**src/rtl/vga_frame_scheduler.sv**
```systemverilog
// rtl/vga_frame_scheduler.sv - frame-synchronous pattern/scroll scheduler with shadowed config
module vga_frame_scheduler #(
    parameter int VSYNC_POL     = 1,
    parameter int DWELL_DEFAULT = 60,
    parameter int STEP_DEFAULT  = 1
) (
    input  logic       clk,
    input  logic       rst_n,
    input  logic       vsync,
    input  logic       cfg_valid,
    output logic       cfg_ready,
    input  logic [1:0] cfg_addr,
    input  logic [7:0] cfg_data,
    output logic       cfg_applied,
    output logic       frame_tick,
    output logic [1:0] pattern_sel,
    output logic [7:0] scroll,
    output logic [7:0] frame_cnt
);
    localparam logic [1:0] S_IDLE    = 2'd0;
    localparam logic [1:0] S_PENDING = 2'd1;
    localparam logic [1:0] S_APPLIED = 2'd2;
    localparam logic       VS_ACTIVE = (VSYNC_POL != 0);

    logic [1:0] state;
    logic       vsync_q;

    // Shadow set: written by the config port, committed at a frame edge.
    logic [2:0] sh_mode;
    logic [7:0] sh_step;
    logic [7:0] sh_dwell;
    logic [1:0] sh_ctrl;

    // Active set: what the pixel datapath is currently running with.
    logic [2:0] ac_mode;
    logic [7:0] ac_step;
    logic [7:0] ac_dwell;
    logic       ac_freeze;

    logic [7:0] dwell_cnt;

    logic       vsync_act;
    logic       frame_edge;
    logic       accept;
    logic       commit;
    logic [7:0] eff_step;
    logic       eff_freeze;
    logic [7:0] dwell_last;

    assign vsync_act  = (vsync == VS_ACTIVE);
    assign frame_edge = vsync_act & ~vsync_q;
    assign cfg_ready  = rst_n & (state != S_APPLIED);
    assign accept     = cfg_valid & cfg_ready;
    assign commit     = (state == S_PENDING) & frame_edge;
    assign cfg_applied = (state == S_APPLIED);

    // Scroll on a commit edge must already use the incoming step/freeze.
    assign eff_step   = commit ? sh_step    : ac_step;
    assign eff_freeze = commit ? sh_ctrl[1] : ac_freeze;
    // A dwell of zero behaves as one frame per pattern.
    assign dwell_last = (ac_dwell == 8'd0) ? 8'd0 : ac_dwell - 8'd1;

    // Frame edge detection, frame tick pulse and frame counter.
    always_ff @(posedge clk) begin
        if (!rst_n) begin
            vsync_q    <= VS_ACTIVE;
            frame_tick <= 1'b0;
            frame_cnt  <= 8'd0;
        end else begin
            vsync_q    <= vsync_act;
            frame_tick <= frame_edge;
            if (frame_edge) frame_cnt <= frame_cnt + 8'd1;
        end
    end

    // Config handshake FSM: a pending write is committed at the next frame edge.
    always_ff @(posedge clk) begin
        if (!rst_n) begin
            state <= S_IDLE;
        end else begin
            case (state)
                S_IDLE:    if (accept) state <= S_PENDING;
                S_PENDING: if (frame_edge && !accept) state <= S_APPLIED;
                S_APPLIED: state <= S_IDLE;
                default:   state <= S_IDLE;
            endcase
        end
    end

    // Shadow registers; a write landing on the commit edge wins over the scroll-clear self-clear.
    always_ff @(posedge clk) begin
        if (!rst_n) begin
            sh_mode  <= 3'd0;
            sh_step  <= 8'(STEP_DEFAULT);
            sh_dwell <= 8'(DWELL_DEFAULT);
            sh_ctrl  <= 2'd0;
        end else begin
            if (commit && sh_ctrl[0]) sh_ctrl[0] <= 1'b0;
            if (accept) begin
                case (cfg_addr)
                    2'd0: sh_mode  <= cfg_data[2:0];
                    2'd1: sh_step  <= cfg_data;
                    2'd2: sh_dwell <= cfg_data;
                    2'd3: sh_ctrl  <= cfg_data[1:0];
                    default: ;
                endcase
            end
        end
    end

    // Active registers take the shadow values as they stood before this edge's write.
    always_ff @(posedge clk) begin
        if (!rst_n) begin
            ac_mode   <= 3'd0;
            ac_step   <= 8'(STEP_DEFAULT);
            ac_dwell  <= 8'(DWELL_DEFAULT);
            ac_freeze <= 1'b0;
        end else if (commit) begin
            ac_mode   <= sh_mode;
            ac_step   <= sh_step;
            ac_dwell  <= sh_dwell;
            ac_freeze <= sh_ctrl[1];
        end
    end

    // Horizontal scroll: clear on commit request, hold when frozen, else advance by step.
    always_ff @(posedge clk) begin
        if (!rst_n) begin
            scroll <= 8'd0;
        end else if (frame_edge) begin
            if (commit && sh_ctrl[0]) scroll <= 8'd0;
            else if (!eff_freeze)     scroll <= scroll + eff_step;
        end
    end

    // Pattern select: load on commit, otherwise auto-cycle after each dwell period.
    always_ff @(posedge clk) begin
        if (!rst_n) begin
            pattern_sel <= 2'd0;
            dwell_cnt   <= 8'd0;
        end else if (commit) begin
            pattern_sel <= sh_mode[1:0];
            dwell_cnt   <= 8'd0;
        end else if (frame_edge && ac_mode[2]) begin
            if (dwell_cnt >= dwell_last) begin
                pattern_sel <= pattern_sel + 2'd1;
                dwell_cnt   <= 8'd0;
            end else begin
                dwell_cnt <= dwell_cnt + 8'd1;
            end
        end
    end
endmodule
```
**config.mk**
```make
export PLATFORM = sky130hd
export DESIGN_NAME = vga_frame_scheduler
export DESIGN_NICKNAME = d
export VERILOG_FILES = /design/src/rtl/vga_frame_scheduler.sv
export SDC_FILE = /design/constraint.sdc
export NUM_CORES = 1
export LEC_CHECK = 0
export CORE_MARGIN = 4
export CORE_UTILIZATION = 48
export DETAILED_ROUTE_END_ITERATION = 16
export GPL_TIMING_DRIVEN = 0
export PLACE_DENSITY = 0.69
export RECOVER_POWER = 100
export SYNTH_ARGS = -nofsm -noshare
export SYNTH_HDL_FRONTEND = slang
export SYNTH_SLANG_ARGS = --single-unit
```
**constraint.sdc**
```tcl
create_clock -name clk -period 4.25 [get_ports clk]
set_input_delay 0.6375 -clock clk [delete_from_list [all_inputs] [get_ports clk]]
set_output_delay 0.6375 -clock clk [all_outputs]
set_load 0.05 [all_outputs]
```
==> flow_results.xml, run 1 <==
<?xml version="1.0" encoding="UTF-8"?>
<metrics>
  <group name="cts">
    <metric name="clkLatencyLatePin" unit="ns">0.34</metric>
    <metric name="clk_root_buffer_cell" unit="">sky130_fd_sc_hd__clkbuf_8</metric>
    <metric name="cts_sinks" unit="">69</metric>
    <metric name="ctsResizeCount" unit="">0</metric>
    <metric name="clock_path_buffers" unit="">2</metric>
    <metric name="tritoncts.num_buffers" unit="">9</metric>
    <metric name="clock_tree.htree_level_count" unit="">3</metric>
    <metric name="post_cts_buffers" unit="">0</metric>
    <metric name="clk_pin_slew" unit="ns">0.07</metric>
    <metric name="cts.hold.buffers_added" unit="">0</metric>
    <metric name="tritoncts_clock_tree" unit="">built</metric>
  </group>
  <group name="die">
    <metric name="initial_core_utilization" unit="%">50.35</metric>
    <metric name="die_outline_height" unit="µm">90.31</metric>
    <metric name="floorplan.io_pins" unit="">35</metric>
    <metric name="rows" unit="">29</metric>
    <metric name="core_area" unit="mm²">0.006459</metric>
    <metric name="die_width" unit="µm">90.31</metric>
    <metric name="die-area" unit="mm²">0.008156</metric>
  </group>
  <group name="logic_synthesis">
    <metric name="ys_top_cells_by_area" unit="">sky130_fd_sc_hd__dfxtp_1 42%, sky130_fd_sc_hd__nand2_1 7.2%, sky130_fd_sc_hd__mux2i_1 7.1%, sky130_fd_sc_hd__ha_1 6.9%, sky130_fd_sc_hd__nor2_1 5.0%</metric>
    <metric name="synth_top_family_by_area" unit="">simple AND/OR/NAND/NOR gates</metric>
    <metric name="netlist_area" unit="mm²">0.003252</metric>
    <metric name="ys_warn_count" unit="">0</metric>
    <metric name="syn-num-nets" unit="">411</metric>
    <metric name="syn_area_per_cell" unit="µm²">8.603</metric>
    <metric name="post_synth_xor_area_fraction" unit="%">4.579</metric>
    <metric name="synth-compound-area-share" unit="%">11.77</metric>
    <metric name="synth.lib_cells_used.distinct" unit="">47</metric>
    <metric name="mux_contribution_to_synthesized_area" unit="%">7.080</metric>
    <metric name="synth_edf_count" unit="">0</metric>
    <metric name="post_synthesis_adder_cell_area_fraction" unit="%">7.541</metric>
    <metric name="synth-simple-area-share" unit="%">22.97</metric>
    <metric name="post-synth-top-area-cell" unit="">sky130_fd_sc_hd__dfxtp_1</metric>
    <metric name="synth.ff_latch_count" unit="">69</metric>
    <metric name="synth_top_flop_cell" unit="">sky130_fd_sc_hd__dfxtp_1</metric>
    <metric name="ys_async_sr_fraction" unit="%">0</metric>
    <metric name="synth_seq_area_share" unit="%">42.48</metric>
    <metric name="cell_count_after_synthesis" unit="">378</metric>
    <metric name="post-synth-top-area-fraction" unit="%">42.48</metric>
  </group>
  <group name="sta">
    <metric name="timing.final.max_slew_violations" unit="">0</metric>
    <metric name="final-setup-viol-count" unit="">0</metric>
    <metric name="share_of_the_cycle_needed_by_the_critical_path_after_routing" unit="%">87.65</metric>
    <metric name="rsz0062_at_grt" unit="">no</metric>
    <metric name="final.min_clock_period" unit="ns">3.725</metric>
    <metric name="final.hold.worst_slack" unit="ns">0.4606</metric>
    <metric name="measured_slew_at_the_worst_slew_check_pin" unit="ns">0.6910</metric>
    <metric name="maxClockFrequency" unit="GHz">0.2685</metric>
    <metric name="finalClockSkew" unit="ns">0.006600</metric>
    <metric name="timing.setup.tns" unit="ns">0</metric>
    <metric name="final_hold_viol_count" unit="">0</metric>
    <metric name="slew_headroom" unit="%">53.73</metric>
  </group>
  <group name="final_layout">
    <metric name="layout-drive-gt1-share" unit="%">4.450</metric>
    <metric name="multi_input_comb_area" unit="mm²">0.001754</metric>
    <metric name="antenna_cells_inserted" unit="">0</metric>
    <metric name="post_layout_instance_count_excluding_filler_cells" unit="">504</metric>
    <metric name="fillerInstances" unit="">597</metric>
    <metric name="ff_latch_area" unit="mm²">0.001381</metric>
    <metric name="stdcell_area" unit="mm²">0.003891</metric>
    <metric name="finalNetCount" unit="">455</metric>
    <metric name="syn2layout_area_growth" unit="%">19.66</metric>
  </group>
  <group name="power">
    <metric name="leakage" unit="nW">1.693</metric>
    <metric name="peak_supply_drop" unit="mV">0.1871</metric>
    <metric name="power.density" unit="mW/mm²">342.1</metric>
  </group>
  <group name="detailed_routing">
    <metric name="post_drt_wl_per_cell" unit="µm">14.25</metric>
    <metric name="detailedRoute.firstPassIterationCount" unit="">4</metric>
    <metric name="ant_nets" unit="">0</metric>
    <metric name="detailroute.via_count" unit="">2731</metric>
    <metric name="routed_via_density" unit="">5.419</metric>
    <metric name="route.detailed.drc" unit="">0</metric>
    <metric name="dr.first_iter.drc_count" unit="">123</metric>
    <metric name="final_routed_wirelength" unit="µm">7182</metric>
  </group>
  <group name="setup_path">
    <metric name="timing.critical_path.from_type" unit="">primary input</metric>
    <metric name="timing.critical_path.required" unit="ns">4.48</metric>
    <metric name="type_of_the_setup_path_with_the_least_slack" unit="">in -&gt; reg</metric>
    <metric name="worstPathMaxFanout" unit="">10</metric>
    <metric name="critPathCaptureType" unit="">flop</metric>
    <metric name="crit_arrival" unit="ns">3.96</metric>
  </group>
  <group name="place">
    <metric name="place_hpwl" unit="µm">5247</metric>
    <metric name="gp_routability_congestion" unit="">0.8518</metric>
    <metric name="detailed_place.area" unit="mm²">0.003679</metric>
    <metric name="placed_cells_incl_taps" unit="">488</metric>
    <metric name="numPortBuffers" unit="">33</metric>
  </group>
  <group name="global_route">
    <metric name="global_route.overflow_total" unit="">0</metric>
    <metric name="globalRouteTotalUtil" unit="%">18.88</metric>
    <metric name="grt_max_degree" unit="">13</metric>
    <metric name="grt_pass1_vias" unit="">2660</metric>
    <metric name="grt_pass1_wl" unit="µm">12520</metric>
    <metric name="antenna_found_initial" unit="">0</metric>
  </group>
  <group name="hold_path">
    <metric name="hold_path_class" unit="">reg -&gt; reg</metric>
  </group>
  <group name="job">
    <metric name="max_capacitance_violation_count" unit="">0</metric>
  </group>
  <group name="run_status">
    <metric name="status" unit="">complete, no violations</metric>
  </group>
</metrics>
-- metrics by stage --
stage               total power, W  setup WS (ns)  util [%]
detailed placement       0.0007545         0.4790     56.95
finish                    0.001331         0.5250     60.25
CTS                       0.001348         0.7734     60.42
floorplan                0.0007207          1.436         -
global route              0.001387         0.2887     60.25
global placement         0.0007532         0.5433     56.95
-- per-layer routing --
layer | up-vias | part of all wire [%] | GRT usage (%)
li1 | 1395 | - | -
met1 | 1285 | 49 | 24.56
met2 | 45 | 46 | 30.18
met3 | 6 | 3.9 | 5.750
met4 | 0 | 1.1 | 5.612
met5 | - | 0 | 0
-- cell usage after synthesis, drive strengths merged (5+ instances only) --
library cell and number:
a21oi 26, and3 5, buf 7, clkbuf 9, dfxtp 69, ha 18, inv 11, mux2i 23
nand2 62, nand2b 5, nand3 8, nor2 43, nor3 10, o21ai 14, or3 6, xnor2 7
xor2 10
-- layout make-up --
type	count	area share, %
Buffer	16	1.640
Clock buffer	10	3.537
Clock inverter	6	2.219
Inverter	11	1.061
Multi-Input combinational cell	282	45.08
Sequential cell	69	35.50
Tap cell	77	2.476
Timing Repair Buffer	33	8.489
-- layout by cell type (no fill, tap or decap), drive strengths merged, types with 4 or more instances in the layout --
master and n:
inv 11, clkdlybuf4s50 10, dlygate4sd3 23, nor3 10, nand4 4, mux2i 23
dfxtp 69, a21oi 26, xor2 10, and3 5, o21ai 14, xnor2 7
nor2 43, nand3 8, ha 18, clkbuf 25, a22oi 4, nand2 62
nand2b 5, or3 6, nor2b 4
-- final timing paths --
check,from,to,slack [ns],cells past startpoint
setup / recovery,vsync,scroll[6],0.53,14
hold / removal,sh_dwell[7],ac_dwell[7],0.46,2
setup reg to reg,ac_dwell[0],dwell_cnt[1],0.97,12
hold reg to reg,sh_dwell[7],ac_dwell[7],0.46,2
-- flip-flops by register name, indices dropped and copies added, names as in the netlist, 2 cells and up --
name	count
sh_ctrl	2
sh_step	8
ac_step	8
dwell_cnt	8
scroll	8
pattern_sel	2
state	2
frame_cnt	8
ac_dwell	8
sh_mode	3
sh_dwell	8
-- power breakdown --
part           switching [W]  leakage (nW)  total [W]  internal, W
registers         0.00000620         0.558   0.000661     0.000655
clock network       0.000248         0.112   0.000594     0.000345
logic              0.0000473          1.02  0.0000768    0.0000295
-- critical path, cell delays in order --
cell and delay (ns):
sky130_fd_sc_hd__dlygate4sd3_1 0.60, sky130_fd_sc_hd__nand4bb_1 0.13, sky130_fd_sc_hd__clkbuf_1 0.42, sky130_fd_sc_hd__clkbuf_1 0.43
sky130_fd_sc_hd__nand2_1 0.13, sky130_fd_sc_hd__nand2_1 0.10, sky130_fd_sc_hd__ha_1 0.19, sky130_fd_sc_hd__inv_1 0.06
sky130_fd_sc_hd__fa_1 0.42, sky130_fd_sc_hd__nor2b_1 0.13, sky130_fd_sc_hd__o21ai_1 0.10, sky130_fd_sc_hd__a21oi_1 0.24
sky130_fd_sc_hd__o21ai_0 0.12, sky130_fd_sc_hd__a41o_1 0.24
-- cell families after synthesis --
family,after synthesis
simple gates,161
flops,69
compound gates,62
buf+inv,27
mux,23
fa+ha+maj,19
xor+xnor,17
Power figures use the tool's default switching activity.
==> inputs of run 2 (changes only) <==
--- a/config.mk
+++ b/config.mk
@@ -8,8 +8,8 @@
 export CORE_MARGIN = 4
 export CORE_UTILIZATION = 48
 export DETAILED_ROUTE_END_ITERATION = 16
+export DONT_BUFFER_PORTS = 1
 export GPL_TIMING_DRIVEN = 0
-export PLACE_DENSITY = 0.69
 export RECOVER_POWER = 100
 export SYNTH_ARGS = -nofsm -noshare
 export SYNTH_HDL_FRONTEND = slang
==> flow_results.xml, run 2 (synthesis results as in run 1) <==
<?xml version="1.0" encoding="UTF-8"?>
<metrics>
  <group name="cts">
    <metric name="clkLatencyLatePin" unit="ns">0.34</metric>
    <metric name="clock_path_buffers" unit="">2</metric>
    <metric name="clk_root_buffer_cell" unit="">sky130_fd_sc_hd__clkbuf_8</metric>
    <metric name="tritoncts.num_buffers" unit="">9</metric>
    <metric name="clk_pin_slew" unit="ns">0.08</metric>
    <metric name="clock_tree.htree_level_count" unit="">3</metric>
    <metric name="post_cts_buffers" unit="">0</metric>
    <metric name="ctsResizeCount" unit="">0</metric>
    <metric name="tritoncts_clock_tree" unit="">built</metric>
    <metric name="cts.hold.buffers_added" unit="">0</metric>
    <metric name="cts_sinks" unit="">69</metric>
  </group>
  <group name="global_route">
    <metric name="grt_pass1_vias" unit="">2418</metric>
    <metric name="grt_pass1_wl" unit="µm">11840</metric>
    <metric name="globalRouteTotalUtil" unit="%">18.25</metric>
    <metric name="grt_max_degree" unit="">13</metric>
    <metric name="global_route.overflow_total" unit="">0</metric>
    <metric name="antenna_found_initial" unit="">0</metric>
  </group>
  <group name="setup_path">
    <metric name="crit_arrival" unit="ns">2.63</metric>
    <metric name="cp-startpoint" unit="">rst_n</metric>
    <metric name="ff2ff_path_depth" unit="">12</metric>
    <metric name="timing.critical_path.from_type" unit="">primary input</metric>
    <metric name="critical_path.reg2reg.endpoint" unit="">dwell_cnt[1]</metric>
    <metric name="type_of_the_setup_path_with_the_least_slack" unit="">in -&gt; out</metric>
    <metric name="worstReg2RegStart" unit="">ac_dwell[0]</metric>
    <metric name="worstPathMaxFanout" unit="">10</metric>
    <metric name="timing.critical_path.required" unit="ns">3.61</metric>
    <metric name="critPathCaptureType" unit="">primary output</metric>
    <metric name="r2r_setup_slack" unit="ns">1.01</metric>
  </group>
  <group name="power">
    <metric name="leakage" unit="nW">1.474</metric>
    <metric name="swShare" unit="%">24.34</metric>
    <metric name="comb_power_share" unit="%">4.2</metric>
    <metric name="p_sw" unit="W">0.0002940</metric>
    <metric name="fraction_of_power_consumed_by_the_clock_network" unit="%">40.5</metric>
    <metric name="power_report.internal_total" unit="W">0.0009139</metric>
    <metric name="peak_supply_drop" unit="mV">0.3122</metric>
    <metric name="power.density" unit="mW/mm²">343.1</metric>
    <metric name="seq_power_share" unit="%">55.3</metric>
  </group>
  <group name="die">
    <metric name="die-area" unit="mm²">0.008156</metric>
    <metric name="core_area" unit="mm²">0.006459</metric>
    <metric name="floorplan.io_pins" unit="">35</metric>
    <metric name="die_width" unit="µm">90.31</metric>
    <metric name="rows" unit="">29</metric>
    <metric name="initial_core_utilization" unit="%">50.35</metric>
    <metric name="die_outline_height" unit="µm">90.31</metric>
  </group>
  <group name="detailed_routing">
    <metric name="post_drt_wl_per_cell" unit="µm">14.51</metric>
    <metric name="detailedRoute.firstPassIterationCount" unit="">4</metric>
    <metric name="final_routed_wirelength" unit="µm">6835</metric>
    <metric name="detailroute.via_count" unit="">2536</metric>
    <metric name="route.detailed.drc" unit="">0</metric>
    <metric name="routed_via_density" unit="">5.384</metric>
    <metric name="dr.first_iter.drc_count" unit="">112</metric>
    <metric name="ant_nets" unit="">0</metric>
  </group>
  <group name="final_layout">
    <metric name="stdcell_area" unit="mm²">0.003521</metric>
    <metric name="ff_latch_area" unit="mm²">0.001381</metric>
    <metric name="multi_input_comb_area" unit="mm²">0.001754</metric>
    <metric name="syn2layout_area_growth" unit="%">8.273</metric>
    <metric name="finalNetCount" unit="">422</metric>
    <metric name="most-common-layout-cells" unit="">69 x sky130_fd_sc_hd__dfxtp_1, 62 x sky130_fd_sc_hd__nand2_1, 43 x sky130_fd_sc_hd__nor2_1</metric>
    <metric name="share_of_the_core_filled_with_cells" unit="%">54.51</metric>
    <metric name="fillerInstances" unit="">611</metric>
    <metric name="layout-drive-gt1-share" unit="%">4.822</metric>
    <metric name="antenna_cells_inserted" unit="">0</metric>
    <metric name="layout.cells.most_common" unit="">sky130_fd_sc_hd__dfxtp_1</metric>
  </group>
  <group name="hold_path">
    <metric name="hold_path_startpoint" unit="">vsync</metric>
    <metric name="min_to" unit="">vsync_q</metric>
    <metric name="worstHoldPathCells" unit="">1</metric>
    <metric name="hold_path_class" unit="">in -&gt; reg</metric>
  </group>
  <group name="sta">
    <metric name="measured_slew_at_the_worst_slew_check_pin" unit="ns">0.8898</metric>
    <metric name="rsz0062_at_grt" unit="">no</metric>
    <metric name="maxClockFrequency" unit="GHz">0.3061</metric>
    <metric name="timing.final.max_slew_violations" unit="">0</metric>
    <metric name="finalClockSkew" unit="ns">0.01084</metric>
    <metric name="final-setup-viol-count" unit="">0</metric>
    <metric name="final_hold_viol_count" unit="">0</metric>
    <metric name="slew_headroom" unit="%">40.46</metric>
    <metric name="timing.setup.tns" unit="ns">0</metric>
    <metric name="final.min_clock_period" unit="ns">3.267</metric>
    <metric name="final.hold.worst_slack" unit="ns">0.3894</metric>
    <metric name="share_of_the_cycle_needed_by_the_critical_path_after_routing" unit="%">76.87</metric>
  </group>
  <group name="place">
    <metric name="place_hpwl" unit="µm">5115</metric>
    <metric name="gp_routability_congestion" unit="">0.8351</metric>
    <metric name="numPortBuffers" unit="">0</metric>
    <metric name="detailed_place.area" unit="mm²">0.003348</metric>
  </group>
  <group name="run_status">
    <metric name="status" unit="">complete, no violations</metric>
  </group>
  <group name="job">
    <metric name="max_capacitance_violation_count" unit="">0</metric>
  </group>
</metrics>
## run 2: power groups by stage
stage	logic [W]	clock network, W	registers, W
floorplan	0.0000394	0	0.000681
global placement	0.0000510	0	0.000683
detailed placement	0.0000513	0	0.000683
CTS	0.0000515	0.000504	0.000668
global route	0.0000573	0.000540	0.000669
finish	0.0000506	0.000489	0.000668
## run 2: worst max-delay path, cell delays in order
cell	delay [ns]
sky130_fd_sc_hd__clkbuf_1	0.39
sky130_fd_sc_hd__inv_1	0.16
sky130_fd_sc_hd__clkbuf_1	0.32
sky130_fd_sc_hd__clkbuf_1	0.36
sky130_fd_sc_hd__nor2_1	0.77
## run 2: through the flow
| stage | instances | setup WS (ns) | total power [W] |
|---|---|---|---|
| 2_1_floorplan | 378 | 1.436 | 0.0007207 |
| 3_3_place_gp | 455 | 0.9830 | 0.0007339 |
| 3_5_place_dp | 455 | 0.9831 | 0.0007345 |
| 4_1_cts | 471 | 0.9850 | 0.001223 |
| 5_1_grt | 471 | 0.6700 | 0.001267 |
| 6_report | 471 | 0.9831 | 0.001208 |
## run 2: cell type report
class / count / area share (%)
inverters: 11 / 1.173
well taps: 77 / 2.736
multi-input cells: 282 / 49.82
clock buffers: 11 / 4.300
plain buffers: 16 / 1.741
flip-flops and latches: 69 / 39.23
clock inverters: 5 / 0.9950
## run 2: worst max-delay path by stage
stage | endpoint | slack (ns) | cells past startpoint
after CTS | dwell_cnt[1] | 0.98 | 12
after detailed placement | cfg_ready | 0.98 | 5
final | cfg_ready | 0.98 | 5
after floorplan | dwell_cnt[1] | 1.44 | 12
after global placement | cfg_ready | 0.98 | 5
after global routing | dwell_cnt[1] | 0.67 | 12
## run 2: routing by layer
metal | GRT usage [%] | wire [µm] | up-vias
met5 | 0 | 0 | -
met4 | 4.592 | 77 | 0
met3 | 8.333 | 497 | 7
met2 | 26.26 | 2841 | 52
met1 | 24.79 | 3418 | 1149
li1 | - | - | 1328
==> inputs of run 3 (changes only) <==
--- a/config.mk
+++ b/config.mk
@@ -10,6 +10,7 @@
 export DETAILED_ROUTE_END_ITERATION = 16
 export DONT_BUFFER_PORTS = 1
 export GPL_TIMING_DRIVEN = 0
+export PLACE_DENSITY = 0.65
 export RECOVER_POWER = 100
 export SYNTH_ARGS = -nofsm -noshare
 export SYNTH_HDL_FRONTEND = slang
==> constraint.sdc (replaced) <==
create_clock -name clk -period 2.9 [get_ports clk]
set_input_delay 0.435 -clock clk [delete_from_list [all_inputs] [get_ports clk]]
set_output_delay 0.435 -clock clk [all_outputs]
set_load 0.05 [all_outputs]
==> flow_results.xml, run 3 (synthesis results as in run 1) <==
<?xml version="1.0" encoding="UTF-8"?>
<metrics>
  <group name="place">
    <metric name="dp_slack" unit="ns">-0.2914</metric>
    <metric name="placed_cells_incl_taps" unit="">455</metric>
    <metric name="gp_routability_congestion" unit="">0.8093</metric>
    <metric name="numPortBuffers" unit="">0</metric>
    <metric name="place_hpwl" unit="µm">5203</metric>
  </group>
  <group name="cts">
    <metric name="clk_pin_slew" unit="ns">0.07</metric>
    <metric name="clock_tree.htree_level_count" unit="">3</metric>
    <metric name="cts.hold.buffers_added" unit="">0</metric>
    <metric name="tritoncts_clock_tree" unit="">built</metric>
    <metric name="clkLatencyLatePin" unit="ns">0.34</metric>
    <metric name="tritoncts.num_buffers" unit="">9</metric>
    <metric name="cts_sinks" unit="">69</metric>
    <metric name="clk_root_buffer_cell" unit="">sky130_fd_sc_hd__clkbuf_8</metric>
    <metric name="clock_path_buffers" unit="">2</metric>
  </group>
  <group name="setup_path">
    <metric name="timing.critical_path.required" unit="ns">3.14</metric>
    <metric name="worstReg2RegStart" unit="">ac_dwell[1]</metric>
    <metric name="r2r_setup_slack" unit="ns">0.07</metric>
    <metric name="crit_arrival" unit="ns">3.08</metric>
    <metric name="type_of_the_setup_path_with_the_least_slack" unit="">reg -&gt; reg</metric>
    <metric name="cp-startpoint" unit="">ac_dwell[1]</metric>
    <metric name="critPathCaptureType" unit="">flop</metric>
    <metric name="ff2ff_path_depth" unit="">12</metric>
    <metric name="worstSetupEndpoint" unit="">pattern_sel[0]</metric>
    <metric name="timing.critical_path.from_type" unit="">flop</metric>
    <metric name="critical_path.reg2reg.endpoint" unit="">pattern_sel[0]</metric>
    <metric name="worstPathMaxFanout" unit="">4</metric>
  </group>
  <group name="sta">
    <metric name="rsz0062_at_grt" unit="">yes</metric>
    <metric name="timing.final.max_slew_violations" unit="">0</metric>
    <metric name="layout_setup_ws" unit="ns">0.06629</metric>
    <metric name="finalClockSkew" unit="ns">0.008619</metric>
    <metric name="maxClockFrequency" unit="GHz">0.3529</metric>
    <metric name="measured_slew_at_the_worst_slew_check_pin" unit="ns">0.7198</metric>
    <metric name="slew_headroom" unit="%">51.81</metric>
    <metric name="final.min_clock_period" unit="ns">2.834</metric>
    <metric name="final-setup-viol-count" unit="">0</metric>
    <metric name="share_of_the_cycle_needed_by_the_critical_path_after_routing" unit="%">97.71</metric>
    <metric name="final_hold_viol_count" unit="">0</metric>
  </group>
  <group name="final_layout">
    <metric name="layout.cells.most_common" unit="">sky130_fd_sc_hd__dfxtp_1</metric>
    <metric name="antenna_cells_inserted" unit="">0</metric>
    <metric name="layout-drive-gt1-share" unit="%">10.83</metric>
    <metric name="syn2layout_area_growth" unit="%">11.85</metric>
    <metric name="finalNetCount" unit="">426</metric>
    <metric name="fillerInstances" unit="">614</metric>
    <metric name="post_layout_instance_count_excluding_filler_cells" unit="">474</metric>
    <metric name="most-common-layout-cells" unit="">67 x sky130_fd_sc_hd__dfxtp_1, 62 x sky130_fd_sc_hd__nand2_1, 36 x sky130_fd_sc_hd__nor2_1</metric>
  </group>
  <group name="run_status">
    <metric name="status" unit="">complete, no violations</metric>
  </group>
  <group name="global_route">
    <metric name="grt_pass1_wl" unit="µm">12040</metric>
    <metric name="grt_pass1_vias" unit="">2467</metric>
    <metric name="globalRouteTotalUtil" unit="%">18.34</metric>
    <metric name="global_route.overflow_total" unit="">0</metric>
    <metric name="grt_max_degree" unit="">18</metric>
    <metric name="antenna_found_initial" unit="">0</metric>
  </group>
  <group name="power">
    <metric name="power.density" unit="mW/mm²">508.2</metric>
    <metric name="peak_supply_drop" unit="mV">0.3896</metric>
    <metric name="leakage" unit="nW">1.537</metric>
  </group>
  <group name="detailed_routing">
    <metric name="final_routed_wirelength" unit="µm">7180</metric>
    <metric name="ant_nets" unit="">0</metric>
    <metric name="detailroute.via_count" unit="">2611</metric>
    <metric name="dr.first_iter.drc_count" unit="">124</metric>
    <metric name="detailedRoute.firstPassIterationCount" unit="">4</metric>
    <metric name="routed_via_density" unit="">5.508</metric>
    <metric name="route.detailed.drc" unit="">0</metric>
    <metric name="post_drt_wl_per_cell" unit="µm">15.15</metric>
  </group>
  <group name="job">
    <metric name="max_capacitance_violation_count" unit="">0</metric>
  </group>
  <group name="die">
    <metric name="floorplan.io_pins" unit="">35</metric>
    <metric name="initial_core_utilization" unit="%">50.35</metric>
    <metric name="core_area" unit="mm²">0.006459</metric>
    <metric name="die-area" unit="mm²">0.008156</metric>
    <metric name="rows" unit="">29</metric>
    <metric name="die_width" unit="µm">90.31</metric>
    <metric name="die_outline_height" unit="µm">90.31</metric>
  </group>
  <group name="hold_path">
    <metric name="hold_path_class" unit="">in -&gt; reg</metric>
    <metric name="worstHoldPathCells" unit="">1</metric>
  </group>
</metrics>
## run 3: worst min-delay path by stage
stage | start | to | slack [ns]
floorplan | state[1] | state[0] | 0.43
global placement | sh_dwell[7] | ac_dwell[7] | 0.44
detailed placement | sh_dwell[6] | ac_dwell[6] | 0.45
CTS | vsync | vsync_q | 0.18
global route | vsync | vsync_q | 0.18
finish | vsync | vsync_q | 0.20
## run 3: stage by stage
stage | util, % | hold WS [ns] | setup TNS, ns | instance area (µm²) | total power (W)
2_1_floorplan | - | 0.4311 | 0 | 3252 | 0.001056
3_3_place_gp | 51.84 | 0.4444 | -2.059 | 3348 | 0.001075
3_5_place_dp | 51.84 | 0.4459 | -2.461 | 3348 | 0.001076
4_1_cts | 55.39 | 0.1847 | 0 | 3577 | 0.001868
5_1_grt | 56.32 | 0.1783 | -0.1143 | 3637 | 0.001917
6_report | 56.32 | 0.2022 | 0 | 3637 | 0.001848
## run 3: power breakdown
| group | switching (W) | internal, W | total (W) | leakage (nW) |
|---|---|---|---|---|
| sequential | 0.0000200 | 0.000960 | 0.000980 | 0.559 |
| combinational | 0.0000508 | 0.0000277 | 0.0000785 | 0.883 |
| clock | 0.000350 | 0.000440 | 0.000790 | 0.0947 |
| total | 0.000421 | 0.00143 | 0.00185 | 1.54 |
## run 3: layer usage
| metal | up-vias | track usage [%] | part of all wire (%) |
|---|---|---|---|
| met3 | 4 | 7.250 | 6.2 |
| met4 | 0 | 5.612 | 0.71 |
| met2 | 52 | 28.19 | 45 |
| li1 | 1333 | - | - |
| met1 | 1222 | 23.72 | 48 |
| met5 | - | 0 | 0 |
## run 3: worst max-delay path, cell delays in order (launching register included)
cell and delay (ns):
sky130_fd_sc_hd__dfxtp_2 0.33, sky130_fd_sc_hd__inv_1 0.06, sky130_fd_sc_hd__ha_2 0.17, sky130_fd_sc_hd__nor2b_4 0.14, sky130_fd_sc_hd__nand3b_1 0.12, sky130_fd_sc_hd__or3_4 0.39, sky130_fd_sc_hd__and2_4 0.17, sky130_fd_sc_hd__ha_1 0.26
sky130_fd_sc_hd__nand2b_4 0.13, sky130_fd_sc_hd__a2111o_1 0.37, sky130_fd_sc_hd__a21oi_2 0.21, sky130_fd_sc_hd__o21ai_0 0.10, sky130_fd_sc_hd__a311oi_1 0.30
## run 3: layout make-up
| class | instances | area, µm² | share of cell area [%] |
|---|---|---|---|
| multi-input cells | 282 | 1804 | 49.60 |
| flip-flops and latches | 69 | 1384 | 38.05 |
| clock buffers | 12 | 155.1 | 4.266 |
| well taps | 77 | 96.34 | 2.649 |
| plain buffers | 15 | 73.82 | 2.030 |
| clock inverters | 3 | 45.04 | 1.238 |
| inverters | 11 | 41.29 | 1.135 |
| repair buffers | 5 | 37.54 | 1.032 |
## run 3: timing repair
action                                  CTS  global route
resized for setup                         5            19
cloned                                    0             0
hold endpoints to repair                  0             0
buffers inserted                          2             3
pin swaps                                 2             7
endpoints found under the setup margin   11            13
